### src/rtl/fifo_wr_arbiter.sv
// Round-robin arbiter sharing one FIFO write port among NUM_REQ producers, with bounded bursts and full stalls.
// Optional saturating write-error counter enabled by defining FIFO_WR_ERR_CNT_EN.
module fifo_wr_arbiter #(
   parameter int NUM_REQ   = 4,
   parameter int WIDTH     = 4,
   parameter int MAX_BURST = 4
) (
   input  logic                     clk_i,
   input  logic                     rst_i,
   input  logic [NUM_REQ-1:0]       req_i,
   input  logic [NUM_REQ*WIDTH-1:0] data_i,
   output logic [NUM_REQ-1:0]       grant_o,
   output logic [NUM_REQ-1:0]       ack_o,
   output logic [WIDTH-1:0]         fifo_wdata_o,
   output logic                     fifo_wr_en_o,
   input  logic                     fifo_full_i,
   input  logic                     fifo_wr_error_i,
   output logic                     busy_o,
   output logic [7:0]               err_cnt_o
);

   localparam int PTR_W = (NUM_REQ > 1) ? $clog2(NUM_REQ) : 1;
   localparam int CNT_W = $clog2(MAX_BURST + 1);

   typedef enum logic [1:0] {IDLE, BURST, STALL} state_t;

   state_t             state_q, state_d;
   logic [NUM_REQ-1:0] grant_q, grant_d;
   logic [PTR_W-1:0]   rr_ptr_q, rr_ptr_d;
   logic [PTR_W-1:0]   gidx_q, gidx_d;
   logic [CNT_W-1:0]   beat_cnt_q, beat_cnt_d;

   logic               found;
   logic [PTR_W-1:0]   sel_idx;
   logic [PTR_W-1:0]   cand_idx;
   int                 cand;
   logic [PTR_W-1:0]   next_ptr;
   logic               req_g;
   logic               wr_en;
   logic               end_burst;

   // First requester at or above rr_ptr, wrapping back to index 0.
   always_comb begin
      found    = 1'b0;
      sel_idx  = '0;
      cand     = 0;
      cand_idx = '0;
      for (int i = 0; i < NUM_REQ; i++) begin
         cand = int'(rr_ptr_q) + i;
         if (cand >= NUM_REQ) cand = cand - NUM_REQ;
         cand_idx = PTR_W'(cand);
         if (!found && req_i[cand_idx]) begin
            found   = 1'b1;
            sel_idx = cand_idx;
         end
      end
   end

   assign next_ptr = (gidx_q == PTR_W'(NUM_REQ - 1)) ? '0 : gidx_q + PTR_W'(1);
   assign req_g    = req_i[gidx_q];
   assign wr_en    = (state_q == BURST) && req_g && !fifo_full_i;

   always_comb begin
      state_d    = state_q;
      grant_d    = grant_q;
      gidx_d     = gidx_q;
      rr_ptr_d   = rr_ptr_q;
      beat_cnt_d = beat_cnt_q;
      end_burst  = 1'b0;
      case (state_q)
         IDLE: begin
            if (found) begin
               state_d    = BURST;
               grant_d    = NUM_REQ'(1) << sel_idx;
               gidx_d     = sel_idx;
               beat_cnt_d = '0;
            end
         end
         BURST: begin
            if (wr_en) beat_cnt_d = beat_cnt_q + CNT_W'(1);
            if (!req_g)
               end_burst = 1'b1;
            else if (wr_en && beat_cnt_q == CNT_W'(MAX_BURST - 1))
               end_burst = 1'b1;
            else if (fifo_full_i)
               state_d = STALL;
         end
         STALL: begin
            if (!req_g)
               end_burst = 1'b1;
            else if (!fifo_full_i)
               state_d = BURST;
         end
         default: state_d = IDLE;
      endcase
      if (end_burst) begin
         state_d    = IDLE;
         grant_d    = '0;
         rr_ptr_d   = next_ptr;
         beat_cnt_d = '0;
      end
   end

   always_ff @(posedge clk_i) begin
      if (rst_i) begin
         state_q    <= IDLE;
         grant_q    <= '0;
         rr_ptr_q   <= '0;
         gidx_q     <= '0;
         beat_cnt_q <= '0;
      end else begin
         state_q    <= state_d;
         grant_q    <= grant_d;
         rr_ptr_q   <= rr_ptr_d;
         gidx_q     <= gidx_d;
         beat_cnt_q <= beat_cnt_d;
      end
   end

   assign grant_o      = grant_q;
   assign fifo_wr_en_o = wr_en;
   assign ack_o        = wr_en ? grant_q : '0;
   assign busy_o       = (state_q != IDLE);
   assign fifo_wdata_o = (|grant_q) ? data_i[gidx_q*WIDTH +: WIDTH] : '0;

`ifdef FIFO_WR_ERR_CNT_EN
   logic [7:0] err_cnt_q, err_cnt_d;

   always_comb begin
      err_cnt_d = err_cnt_q;
      if (fifo_wr_error_i && err_cnt_q != 8'hFF) err_cnt_d = err_cnt_q + 8'd1;
   end

   always_ff @(posedge clk_i) begin
      if (rst_i) err_cnt_q <= '0;
      else       err_cnt_q <= err_cnt_d;
   end

   assign err_cnt_o = err_cnt_q;
`else
   logic unused_wr_error;
   assign unused_wr_error = fifo_wr_error_i;
   assign err_cnt_o       = '0;
`endif

endmodule
### config.mk
export PLATFORM = sky130hd
export DESIGN_NAME = fifo_wr_arbiter
export DESIGN_NICKNAME = d
export VERILOG_FILES = /design/src/rtl/fifo_wr_arbiter.sv
export SDC_FILE = /design/constraint.sdc
export NUM_CORES = 1
export LEC_CHECK = 0
export ABC_AREA = 1
export CAP_MARGIN = 25
export CORE_ASPECT_RATIO = 0.9
export CORE_MARGIN = 8
export CORE_UTILIZATION = 48
export CTS_CLUSTER_SIZE = 20
export DETAILED_ROUTE_END_ITERATION = 10
export GPL_TIMING_DRIVEN = 0
export PLACE_DENSITY = 0.88
export SKIP_CTS_REPAIR_TIMING = 1
export SYNTH_ARGS = -nofsm -noshare
export SYNTH_HDL_FRONTEND = slang
export SYNTH_SLANG_ARGS = --single-unit
export TNS_END_PERCENT = 100
### constraint.sdc
create_clock -name clk_i -period 2.3 [get_ports clk_i]
set_input_delay 0.575 -clock clk_i [delete_from_list [all_inputs] [get_ports clk_i]]
set_output_delay 0.575 -clock clk_i [all_outputs]
set_load 0.02 [all_outputs]
### Word-level counts from Yosys, hierarchy flattened

Cells that the tools add are included.
W data, S select, Z words.

* bits in registers: 13
* output and inout bits: 22
* word-level logic and storage cells: 93

* add/subtract/negate cells: 9
* magnitude comparators: 9
* eq/ne operators: 11
* shift operators: 2
* multiplexer cells: 39
* reductions and logical operators: 18

Operator list (number)
* $mux W2: 15
* $shiftx A16 B5 Y4: 1
* $lt A2 B3 Y1 const B: 5
* $ne A2 B2 Y1 const B: 7
* $mux W1: 12
* $bmux W1 S2: 5
* $ge A3 B3 Y1 const B: 3
* $mux W4: 2
* $sub A2 B1 Y2 const B: 4
* $add A2 B2 Y3 const B: 2
* $logic_and A1 B1 Y1: 6
* $mux W3: 2
* $pmux W2 S3: 1
* $pmux W3 S2: 1
* $reduce_and A6 Y1: 1
* $eq A2 B2 Y1 const B: 2
* $logic_not A1 Y1: 4
* $reduce_bool A2 Y1: 2
* $reduce_or A4 Y1: 1
* $shl A1 B2 Y4 const A: 1
* $add A2 B1 Y3 const B: 1
* $add A3 B1 Y3 const B: 1
* $eq A3 B2 Y1 const B: 1
* $ge A2 B3 Y1 const B: 1
* other kinds (7): 7

### Logic depth before layout (Yosys ltp)

* word-level depth: 16
* depth in mapped cells: 12
* depth with buffers taken out: 12

### Least setup slack after synthesis

Ideal clock, no wire load.

* kind: input-to-output
* start point: input port req_i[1]
* end point: output port ack_o[0]
* arrival: 1.427 ns
* data required time: 1.725 ns
* setup slack: 0.298 ns
* stages: 6
* path buffers: 0
* cells stage by stage: nand2_1 -> nand3_1 -> nand2_1 -> nor2_2 -> inv_1 -> nor2_1

* cells in the longest elaborated chain, start to end: 5

RTL lines
* from (decl): line 10 `input logic [NUM_REQ-1:0] req_i,`
* $bmux W1 S2: line 60 `assign req_g = req_i[gidx_q];`
* $mux W1 (implied by the code): line 60
* $logic_and A1 B1 Y1 (2 in series): line 61 `assign wr_en = (state_q == BURST) && req_g && !fifo_full_i;`
* named net fifo_wr_en_o: line 15 `output logic fifo_wr_en_o,`
* $mux W4: line 122 `assign ack_o = wr_en ? grant_q : '0;`
* to (decl): line 13 `output logic [NUM_REQ-1:0] ack_o,`

The timed path passes the listed nets, and every way through them passes these cells. The select of a mux whose other input is x is not followed.

### Final worst setup path

* start point: input port fifo_full_i
* end point: output port ack_o[1]

* cells in the longest elaborated chain, start to end: 3

RTL lines
* from (decl): line 16 `input logic fifo_full_i,`
* $logic_not A1 Y1
* $logic_and A1 B1 Y1: line 61
* $mux W4: line 122

Every way passes these cells.

==> results.rst <==
.. list-table::
   :header-rows: 1

   * - Metric
     - Value
   * - Library cell with the highest instance count after synthesis
     - sky130_fd_sc_hd__nand2_1
   * - Max H-tree Level
     - 1
   * - Half-perimeter wire length of the detailed placement result
     - roughly 2.6 mm
   * - Count of synthesis-stage warnings from yosys
     - 0
   * - Vias per Instance
     - between 4 and 5
   * - Max-slew violation count
     - 0
   * - Sum of buffers and inverters on the critical path
     - 4
   * - CP cell instances
     - clkdlybuf4s50_1 -> inv_1 -> nand2_1 -> nor2_4 -> inv_2 -> nor2_1 -> buf_2
   * - Filler cell count
     - roughly 220
   * - Buffer type at the clock tree root
     - sky130_fd_sc_hd__clkbuf_4
   * - Total length of routed wires
     - 3.342 mm
   * - Hold WC Path Type
     - flip-flop to flip-flop
   * - Final period demand of the worst path
     - around 2.2 ns
   * - Unique cell type count in the Yosys netlist
     - 25
   * - Most instantiated cells after synthesis
     - 47 x sky130_fd_sc_hd__nand2_1, 35 x sky130_fd_sc_hd__nor2_1, 23 x sky130_fd_sc_hd__inv_1, 13 x sky130_fd_sc_hd__dfxtp_1, 13 x sky130_fd_sc_hd__o21ai_0
   * - Number of endpoints with negative hold slack in the final report
     - 0
   * - Wire length of the first global-routing pass
     - between 5 and 6 mm
   * - Final ANT Viol Nets
     - 0
   * - Post-synth design cell area
     - approximately 1200 um2
   * - Cell type group with the largest total delay on the critical path
     - buffers and inverters
   * - Worst endpoint required time
     - 1.73 ns
   * - Maximum number of pins on one net before global-route repair
     - 11
   * - Largest area contributor in the netlist
     - sky130_fd_sc_hd__dfxtp_1
   * - Top-Level Pins
     - 46
   * - Starting DRC count in detailed routing
     - 77
   * - Global Route Usage Sum
     - 0.1376
   * - Arrival @ worst endpoint
     - 1.67 ns
   * - Mapped Avg Cell Area
     - 6.013 um2
   * - Clk_skew
     - just under 0.004 ns
   * - Setup violators final
     - 0
   * - Critical Path Slowest Stage Cell
     - sky130_fd_sc_hd__clkdlybuf4s50_1
   * - Power Density
     - 1137 nW/um2
   * - Clock sink count
     - 13
   * - Top area cells in the synthesized netlist
     - sky130_fd_sc_hd__dfxtp_1 21%, sky130_fd_sc_hd__nand2_1 14%, sky130_fd_sc_hd__nor2_1 11%, sky130_fd_sc_hd__ha_1 7.1%, sky130_fd_sc_hd__inv_1 7.0%
   * - Floorplan row count
     - 17
   * - Share of synthesized area occupied by flip-flops and latches
     - 0.2101
   * - Post-DR wirelength/cell
     - 11.85 um
   * - Core occupancy in the finished layout
     - 0.7059
   * - Crit. End Element
     - output pin
   * - Total number of vias
     - 1395
   * - Die Width
     - approximately 70 um
   * - DRC violations left
     - 0
   * - Total core area
     - around 2400 um2
   * - Final total power
     - slightly below 2 mW
   * - Layout Nets
     - 286
   * - Setup TNS Final
     - 0 ns
   * - Number of antenna repair diodes
     - 0
   * - Area share of the leading cell type in the synthesized netlist
     - 0.2101
   * - Largest vdd supply drop
     - between 800 and 900 uV
   * - MaxCap Viol Count
     - 0
   * - Die span in y
     - ~64 um
   * - Initial standard-cell utilization of the core
     - 0.5064
   * - Crit path max fanout
     - 5
   * - Kind of critical path
     - input pin to output pin
   * - CTS tree
     - done
   * - Dominant synthesized flop cell
     - sky130_fd_sc_hd__dfxtp_1
   * - Clock latency on the worst-skew pair
     - around 0.29 ns
   * - Static leakage power
     - around 0.97 nW
   * - GRT overflow
     - 0
   * - Max Buffers Root-to-Sink
     - 2
   * - EDFF count, synth
     - 0
   * - Run status
     - finished clean
   * - Share of synthesized flip-flops with an asynchronous set or reset
     - 0
   * - Weighted congestion at the end of routability-driven global placement
     - about 0.86
   * - Proportion of layout cells with a drive suffix above 1
     - 0.1929
   * - Flip-flop and latch count after synthesis
     - 13
   * - Gate count of the mapped netlist
     - about 210
   * - Via count of the first global-routing pass
     - between 1000 and 1500
   * - Largest stage delay on the critical path
     - ~0.43 ns
   * - Initial antenna violation count
     - 0
   * - Peak clock frequency supported by timing
     - 0.4449 GHz
   * - DP Worst Slack
     - -0.6383 ns
   * - First-pass iteration count of the detailed router
     - 4
   * - Post-layout instance count excluding filler cells
     - roughly 280
   * - Final period utilization
     - 0.9773
   * - Relative area change from synthesis to final layout
     - 39.39%
   * - Worst Setup Slack, final
     - between 0.05 and 0.06 ns
   * - Number of input and output port buffers inserted
     - 36
   * - Die area
     - between 4000 and 5000 um2
   * - Num CTS Buffers
     - 3
   * - Placed cell count
     - ~280
   * - Clock-pin transition on the worst setup and hold timing paths
     - around 0.080 ns
   * - Crit path launch type
     - input pin
## sequential cells by signal, indices dropped and copies added (netlist names)
register	count
grant_o	4
beat_cnt_q	3
gidx_q	2
rr_ptr_q	2
state_q	2
## routing by layer
| metal | vias to the layer above | track usage | wire [um] |
|---|---|---|---|
| met5 | - | 0 | 0 |
| met4 | 0 | 0.04859 | 54 |
| met3 | 7 | 0.05093 | 294 |
| met2 | 57 | 0.2048 | 1476 |
| met1 | 607 | 0.1773 | 1517 |
| li1 | 724 | - | - |
## kinds of logic (layout without fill, tap and decap cells)
kind of cell    Yosys count  in the layout  share of synthesized area
fa+ha+maj                 7              7                    0.07070
compound gates           32             32                     0.1394
other cells               1              8                   0.003027
buf+inv                  40             81                     0.1515
flops                    13             13                     0.2101
simple gates            113            113                     0.4253
## layout make-up
cell class	instances	area (um2)	share of cell area
clock buffer	4	26.28	0.01522
inverter	30	112.6	0.06522
tap	28	35.03	0.02029
multi-input combinational	160	833.3	0.4826
timing repair buffer	37	382.9	0.2217
buffer	10	76.32	0.04420
sequential	13	260.3	0.1507
## power by group
part           internal (mW)  switching [mW]
combinational          0.536           0.879
sequential             0.310          0.0894
clock                 0.0675          0.0804
## layout by cell type, fill, tap and decap left out, drive strengths merged, types with 7 or more instances in the layout
master	Yosys	final
nand2	58	58
nor2	39	39
inv	30	30
clkdlybuf4s50	0	22
o21ai	18	18
dfxtp	13	13
a21oi	13	13
nand3	13	13
buf	9	13
dlymetal6s2s	0	11
conb	1	8
ha	7	7
## final timing paths
kind / startpoint / end / slack [ns] / cells after the start
setup / recovery: fifo_full_i / ack_o[1] / 0.05 / 7
hold / removal: beat_cnt_q[2] / beat_cnt_q[2] / 0.47 / 2
setup reg to reg: gidx_q[1] / rr_ptr_q[0] / 0.64 / 11
hold reg to reg: beat_cnt_q[2] / beat_cnt_q[2] / 0.47 / 2
## stage by stage
stage | cell area (um2) | hold WS [ns]
global placement | 1660 | 0.4489
global route | 1727 | 0.5016
CTS | 1687 | 0.4721
finish | 1727 | 0.4712
detailed placement | 1660 | 0.4612
floorplan | 1265 | 0.4354
## worst min-delay path: stages, from the launching register on
cell                      delay (ns)
sky130_fd_sc_hd__dfxtp_1        0.30
sky130_fd_sc_hd__inv_1          0.07
sky130_fd_sc_hd__a21oi_1        0.06
Note: power is estimated with default switching activity, not from simulation.
